## src/rtl/rst_sequencer.sv

```systemverilog
// rst_sequencer: PLL lock synchronizer and staged reset release.
// Synchronizes the raw pll_locked flag into clk, waits for LOCK_STABLE
// consecutive locked cycles, then releases stage_rst[0..N_STAGES-1] in index
// order every STAGE_DELAY cycles and finally raises ready. Any loss of the
// synchronized lock re-asserts all stages at once and bumps a saturating count.
// Ports:
//   clk           - PLL output clock
//   rst           - asynchronous active-high reset
//   pll_locked    - raw lock flag, asynchronous to clk
//   cnt_clr       - synchronous clear of lock_loss_cnt
//   stage_rst     - registered active-high per-stage resets, bit 0 released first
//   ready         - registered, high once all stages are out of reset plus one delay
//   lock_loss_cnt - registered saturating count of lock-loss events
module rst_sequencer #(
  parameter int unsigned SYNC_STAGES = 2,
  parameter int unsigned LOCK_STABLE = 1024,
  parameter int unsigned STAGE_DELAY = 16,
  parameter int unsigned N_STAGES    = 3,
  parameter int unsigned CNT_W       = 8
) (
  input  logic                clk,
  input  logic                rst,
  input  logic                pll_locked,
  input  logic                cnt_clr,
  output logic [N_STAGES-1:0] stage_rst,
  output logic                ready,
  output logic [CNT_W-1:0]    lock_loss_cnt
);

  // Stable counter only needs to reach LOCK_STABLE-1; delay counter STAGE_DELAY-1.
  localparam int unsigned STB_W = (LOCK_STABLE > 1) ? $clog2(LOCK_STABLE) : 1;
  localparam int unsigned DLY_W = (STAGE_DELAY > 1) ? $clog2(STAGE_DELAY) : 1;

  localparam logic [STB_W-1:0]    STB_LAST    = STB_W'(LOCK_STABLE - 1);
  localparam logic [DLY_W-1:0]    DLY_LAST    = DLY_W'(STAGE_DELAY - 1);
  localparam logic [N_STAGES-1:0] STAGE_ALL   = '1;
  localparam logic [N_STAGES-1:0] STAGE_FIRST = STAGE_ALL << 1;
  localparam logic [CNT_W-1:0]    CNT_MAX     = '1;

  typedef enum logic [1:0] {
    S_WAIT_LOCK,
    S_STABLE,
    S_RELEASE,
    S_RUN
  } state_e;

  logic [SYNC_STAGES-1:0] sync_q;
  logic                   locked_s;

  state_e                 state_q, state_d;
  logic [STB_W-1:0]       stb_q, stb_d;
  logic [DLY_W-1:0]       dly_q, dly_d;
  logic [N_STAGES-1:0]    stage_q, stage_d;
  logic                   ready_q, ready_d;
  logic [CNT_W-1:0]       cnt_q, cnt_d;
  logic                   loss_c;

  assign locked_s = sync_q[SYNC_STAGES-1];

  // Next-state logic; stages release by shifting a zero in from bit 0.
  always_comb begin
    state_d = state_q;
    stb_d   = stb_q;
    dly_d   = dly_q;
    stage_d = stage_q;
    ready_d = ready_q;
    loss_c  = 1'b0;

    if ((state_q != S_WAIT_LOCK) && !locked_s) begin
      loss_c  = 1'b1;
      state_d = S_WAIT_LOCK;
      stb_d   = '0;
      dly_d   = '0;
      stage_d = STAGE_ALL;
      ready_d = 1'b0;
    end else begin
      unique case (state_q)
        S_WAIT_LOCK: begin
          if (locked_s) begin
            if (LOCK_STABLE == 1) begin
              state_d = S_RELEASE;
              stage_d = STAGE_FIRST;
              dly_d   = '0;
            end else begin
              state_d = S_STABLE;
              stb_d   = STB_W'(1);
            end
          end
        end
        S_STABLE: begin
          if (stb_q == STB_LAST) begin
            state_d = S_RELEASE;
            stage_d = STAGE_FIRST;
            stb_d   = '0;
            dly_d   = '0;
          end else begin
            stb_d = stb_q + STB_W'(1);
          end
        end
        S_RELEASE: begin
          if (dly_q == DLY_LAST) begin
            dly_d = '0;
            // All stages already out: this wrap is the final delay before ready.
            if (stage_q == '0) begin
              ready_d = 1'b1;
              state_d = S_RUN;
            end else begin
              stage_d = stage_q << 1;
            end
          end else begin
            dly_d = dly_q + DLY_W'(1);
          end
        end
        S_RUN: begin
          stage_d = '0;
          ready_d = 1'b1;
        end
        default: state_d = S_WAIT_LOCK;
      endcase
    end

    // A clear coinciding with a loss leaves exactly that loss counted.
    cnt_d = cnt_q;
    if (cnt_clr) begin
      cnt_d = loss_c ? CNT_W'(1) : '0;
    end else if (loss_c && (cnt_q != CNT_MAX)) begin
      cnt_d = cnt_q + CNT_W'(1);
    end
  end

  // State, counters, synchronizer and registered outputs.
  always_ff @(posedge clk or posedge rst) begin
    if (rst) begin
      sync_q  <= '0;
      state_q <= S_WAIT_LOCK;
      stb_q   <= '0;
      dly_q   <= '0;
      stage_q <= STAGE_ALL;
      ready_q <= 1'b0;
      cnt_q   <= '0;
    end else begin
      sync_q  <= {sync_q[SYNC_STAGES-2:0], pll_locked};
      state_q <= state_d;
      stb_q   <= stb_d;
      dly_q   <= dly_d;
      stage_q <= stage_d;
      ready_q <= ready_d;
      cnt_q   <= cnt_d;
    end
  end

  assign stage_rst     = stage_q;
  assign ready         = ready_q;
  assign lock_loss_cnt = cnt_q;

endmodule

```

## config.mk

```make
export PLATFORM = sky130hd
export DESIGN_NAME = rst_sequencer
export DESIGN_NICKNAME = d
export VERILOG_FILES = /design/src/rtl/rst_sequencer.sv
export SDC_FILE = /design/constraint.sdc
export NUM_CORES = 1
export LEC_CHECK = 0
export CAP_MARGIN = 10
export CORE_AREA = 2 2 58 60
export DETAILED_ROUTE_END_ITERATION = 10
export DIE_AREA = 0 0 60 62
export DONT_BUFFER_PORTS = 1
export GPL_TIMING_DRIVEN = 0
export PLACE_DENSITY = 0.79
export SYNTH_ARGS = -nofsm -noshare
export SYNTH_HDL_FRONTEND = slang
export SYNTH_SLANG_ARGS = --single-unit
```

## constraint.sdc

```tcl
create_clock -name clk -period 2.2 [get_ports clk]
set_input_delay 0.55 -clock clk [delete_from_list [all_inputs] [get_ports clk]]
set_output_delay 0.55 -clock clk [all_outputs]
set_load 0.03 [all_outputs]
```

==> flow_metrics.py <==
metrics = {
    "status": {
        "status": "complete, no violations",
    },
    "floorplanning": {
        "start_util": 0.552,
        "die_w_um": 60,
        "dieArea_mm2": 0.00372,
        "ios": 16,
        "die_h_um": 62,
        "core-area_mm2": 0.00318,
        "num_rows": 21,
    },
    "routing": {
        "avgRoutedWirePerCell_um": 15.7,
        "post-route-drc-count": 0,
        "wl_met3_um": 184,
        "dr_wl_met2_mm": 1.93,
        "dr_total_vias": 1483,
        "drtIter0Drc": 114,
        "ant_nets": 0,
        "firstDrtPassIters": 4,
        "met1_length_mm": 1.60,
        "routed_wl_mm": 3.77,
        "top_layer": "met4",
        "via_per_inst": 6.15,
    },
    "layout": {
        "fin_cells": 241,
        "fin_area_mm2": 0.00197,
        "fillers": 259,
        "seq_area_um2": 756,
        "nNetsFinal": 205,
        "multi_input_area_um2": 967,
        "num_antenna_cells": 0,
        "syn_to_final_growth_pct": 12.0,
        "drive_gt1_frac": 0.179,
    },
    "worst_setup_path": {
        "critPathKind": "reg2reg",
        "cp.required_ps": 2410,
        "crit_path_max_incr_delay_ps": 540,
        "path_cells": "inv_1, ha_1, clkbuf_2, o31a_1, mux2_4, or4_4, mux2i_1",
        "cp_max_fo": 8,
        "cp-start-kind": "flip-flop",
        "reg2reg_slack_ps": 90,
        "r2r_end": "state_q[0]$_DFFE_PP0P_",
        "cp.buffers_inverters": 2,
        "endpoint": "state_q[0]$_DFFE_PP0P_",
        "cp.depth": 7,
        "r2r_cells": 7,
        "cp_top_family": "simple AND/OR/NAND/NOR gates",
        "critPathLaunch": "state_q[0]$_DFFE_PP0P_",
        "cp_data_arrival_time_ps": 2320,
        "r2r-start": "state_q[0]$_DFFE_PP0P_",
        "cp-end-kind": "flip-flop",
        "slowest_stage": "or4_4",
    },
    "synthesis": {
        "synth_top_family_by_area": "simple AND/OR/NAND/NOR gates",
        "synth_compound_area_frac": 0.205,
        "netlist_area_mm2": 0.00176,
        "synthAdderAreaFrac": 0.0499,
        "synth_cell_type_count": 53,
        "yosysSeqAreaShare": 0.430,
        "yosys-top-cells-area": "dfrtp_1 (38%), ha_1 (5.0%), dfstp_2 (4.5%)",
        "synth_top_area_frac": 0.385,
        "synthesis.instances": 184,
        "synthXorXnorAreaFrac": 0.00499,
        "synth.area.mux_share": 0.0492,
        "synth_warnings": 0,
        "ys_seq_elements": 30,
        "yosysTopAreaCell": "dfrtp_1",
        "syn_area_per_cell_um2": 9.54,
        "syn_nets": 195,
        "synth-simple-area-share": 0.216,
    },
    "grt": {
        "grt_overflow": 0,
        "grt_usage": 0.219,
        "grt_max_degree": 31,
        "first_global_vias": 1385,
        "grt_pass1_wl_mm": 6.03,
        "grt_antenna_before_repair": 0,
    },
    "timing": {
        "final.setup.worst_slack_ps": 92.9,
        "finalCritPeriodShare": 0.958,
        "drv_slew": 0,
        "slew_headroom": 0.633,
        "hold_violations": 0,
        "setup_viol": 0,
        "skew_ps": 5.84,
        "fmax_ghz": 0.475,
        "period_needed_ps": 2110,
        "worstMarginPinSlew_ps": 549,
    },
    "clocking": {
        "h-tree-depth": 2,
        "clock-sinks": 30,
        "cts_max_path_buffers": 2,
        "cts_root_buf": "clkbuf_4",
        "cts-hold-fix-buffers": 0,
        "tritoncts": "done",
        "numCtsBuffers": 5,
        "cts.clk_slew.worst_paths_ps": 100,
        "clk_latency_ps": 330,
    },
    "power_and_ir_drop": {
        "p_comb_frac": 0.458,
        "power_density_mw_per_mm2": 1170,
        "pwr-share-seq": 0.388,
        "switching_share": 0.441,
        "vdd_ir_drop_max_uv": 804,
        "p_clk_frac": 0.154,
        "p_int_mw": 1.28,
        "switching_power_mw": 1.01,
        "p_leak_nw": 0.834,
    },
    "placement": {
        "place_inst": 230,
        "dp_slack_ps": -159,
        "port_buffers": 0,
        "dpl-instance-area_mm2": 0.00181,
        "dpl.hpwl_mm": 2.62,
        "gp_congestion": 0.848,
    },
    "min_path": {
        "hp-class": "in2async",
    },
    "flow_run": {
        "cap_violations": 0,
    },
}
[through the flow]
stage / setup TNS (ps) / total power, mW / util / hold WS, ps
final: 0 / 2.30 / 0.618 / 139
after global routing: -11.7 / 2.46 / 0.618 / 144
after CTS: 0 / 2.22 / 0.596 / 226
after detailed placement: -893 / 1.82 / 0.570 / 347
after global placement: -195 / 1.77 / 0.570 / 337
after floorplan: 0 / 1.62 / - / 331
[cell families after synthesis]
logic type,Yosys count
compound gates,53
xor+xnor,1
fa+ha+maj,7
buf+inv,17
flops,30
mux,8
simple gates,68
[power by group through the flow]
stage	Combinational [mW]	Clock [mW]	Sequential [mW]
finish	1.05	0.353	0.892
CTS	0.971	0.363	0.886
detailed placement	0.927	0	0.896
floorplan	0.759	0	0.862
global route	1.16	0.392	0.911
global placement	0.879	0	0.886
[timing repair]
action / 4_1_cts / 5_1_grt
setup buffers: 0 / 2
gates resized for setup: 5 / 6
endpoints found under the setup margin: 10 / 8
[synthesized netlist by cell type, drive strengths merged]
cell type / count
dfrtp: 27
nand2: 17
o21ai: 15
inv: 12
nor2: 11
a21oi: 9
nand3: 9
ha: 7
a31oi: 6
mux2i: 6
and4: 4
o31ai: 4
and3: 3
buf: 3
dfstp: 3
nand2b: 3
nand4: 3
nor3: 3
nor4: 3
o22ai: 3
or2: 3
a211oi: 2
a41oi: 2
clkbuf: 2
mux2: 2
o311ai: 2
o31a: 2
or3: 2
or4: 2
a221oi: 1
a22o: 1
a32o: 1
and2: 1
nand3b: 1
nor2b: 1
nor3b: 1
o2111ai: 1
o211ai: 1
o21a: 1
o32a: 1
o41ai: 1
or3b: 1
xor2: 1
[how the worst min path moves through the flow]
stage	endpoint	slack [ps]
5_1_grt	stb_q[9]$_DFFE_PP0P_	140
2_1_floorplan	sync_q[1]$_DFF_PP0_	330
4_1_cts	sync_q[0]$_DFF_PP0_	230
6_report	stb_q[9]$_DFFE_PP0P_	140
3_3_place_gp	sync_q[1]$_DFF_PP0_	340
3_5_place_dp	sync_q[1]$_DFF_PP0_	350
[metal layers]
layer  track usage  vias up
li1              -      708
met1         0.263      725
met2         0.357       42
met3        0.0663        8
met4         0.108        0
met5             0        -
[final cells by class]
class | instances | area share
buffer | 5 | 0.0191
clock buffer | 7 | 0.0280
clock inverter | 1 | 0.00255
inverter | 12 | 0.0229
multi-input combinational | 137 | 0.492
sequential | 30 | 0.384
tap | 46 | 0.0293
timing repair buffer | 3 | 0.0216
[state kept, by name (all words and copies together) (netlist names)]
name,cells
dly_q,4
lock_loss_cnt,8
ready,1
stage_rst,3
state_q,2
stb_q,10
sync_q,2
[layout by cell type (no fill, tap or decap), types with 2 or more instances in the layout]
master,synthesis,final
buf_4,1,4
a211oi_1,2,2
nand3_1,9,9
o31ai_1,4,3
o31a_1,2,2
nand2_1,17,17
and3_1,2,2
ha_1,7,6
mux2i_1,6,6
o22ai_1,3,3
and4_1,4,4
clkbuf_4,0,5
a21oi_1,9,9
nand2b_1,3,3
dfrtp_1,27,26
nor2_1,11,10
dfstp_2,3,3
o21ai_0,13,13
inv_1,12,12
or2_2,2,2
or3_1,2,2
nand4_1,3,3
nor3_1,3,3
a31oi_1,5,5
o311ai_0,2,2
clkbuf_8,1,2
nor4_1,2,2
No activity file was read; power rests on OpenSTA's default activity.
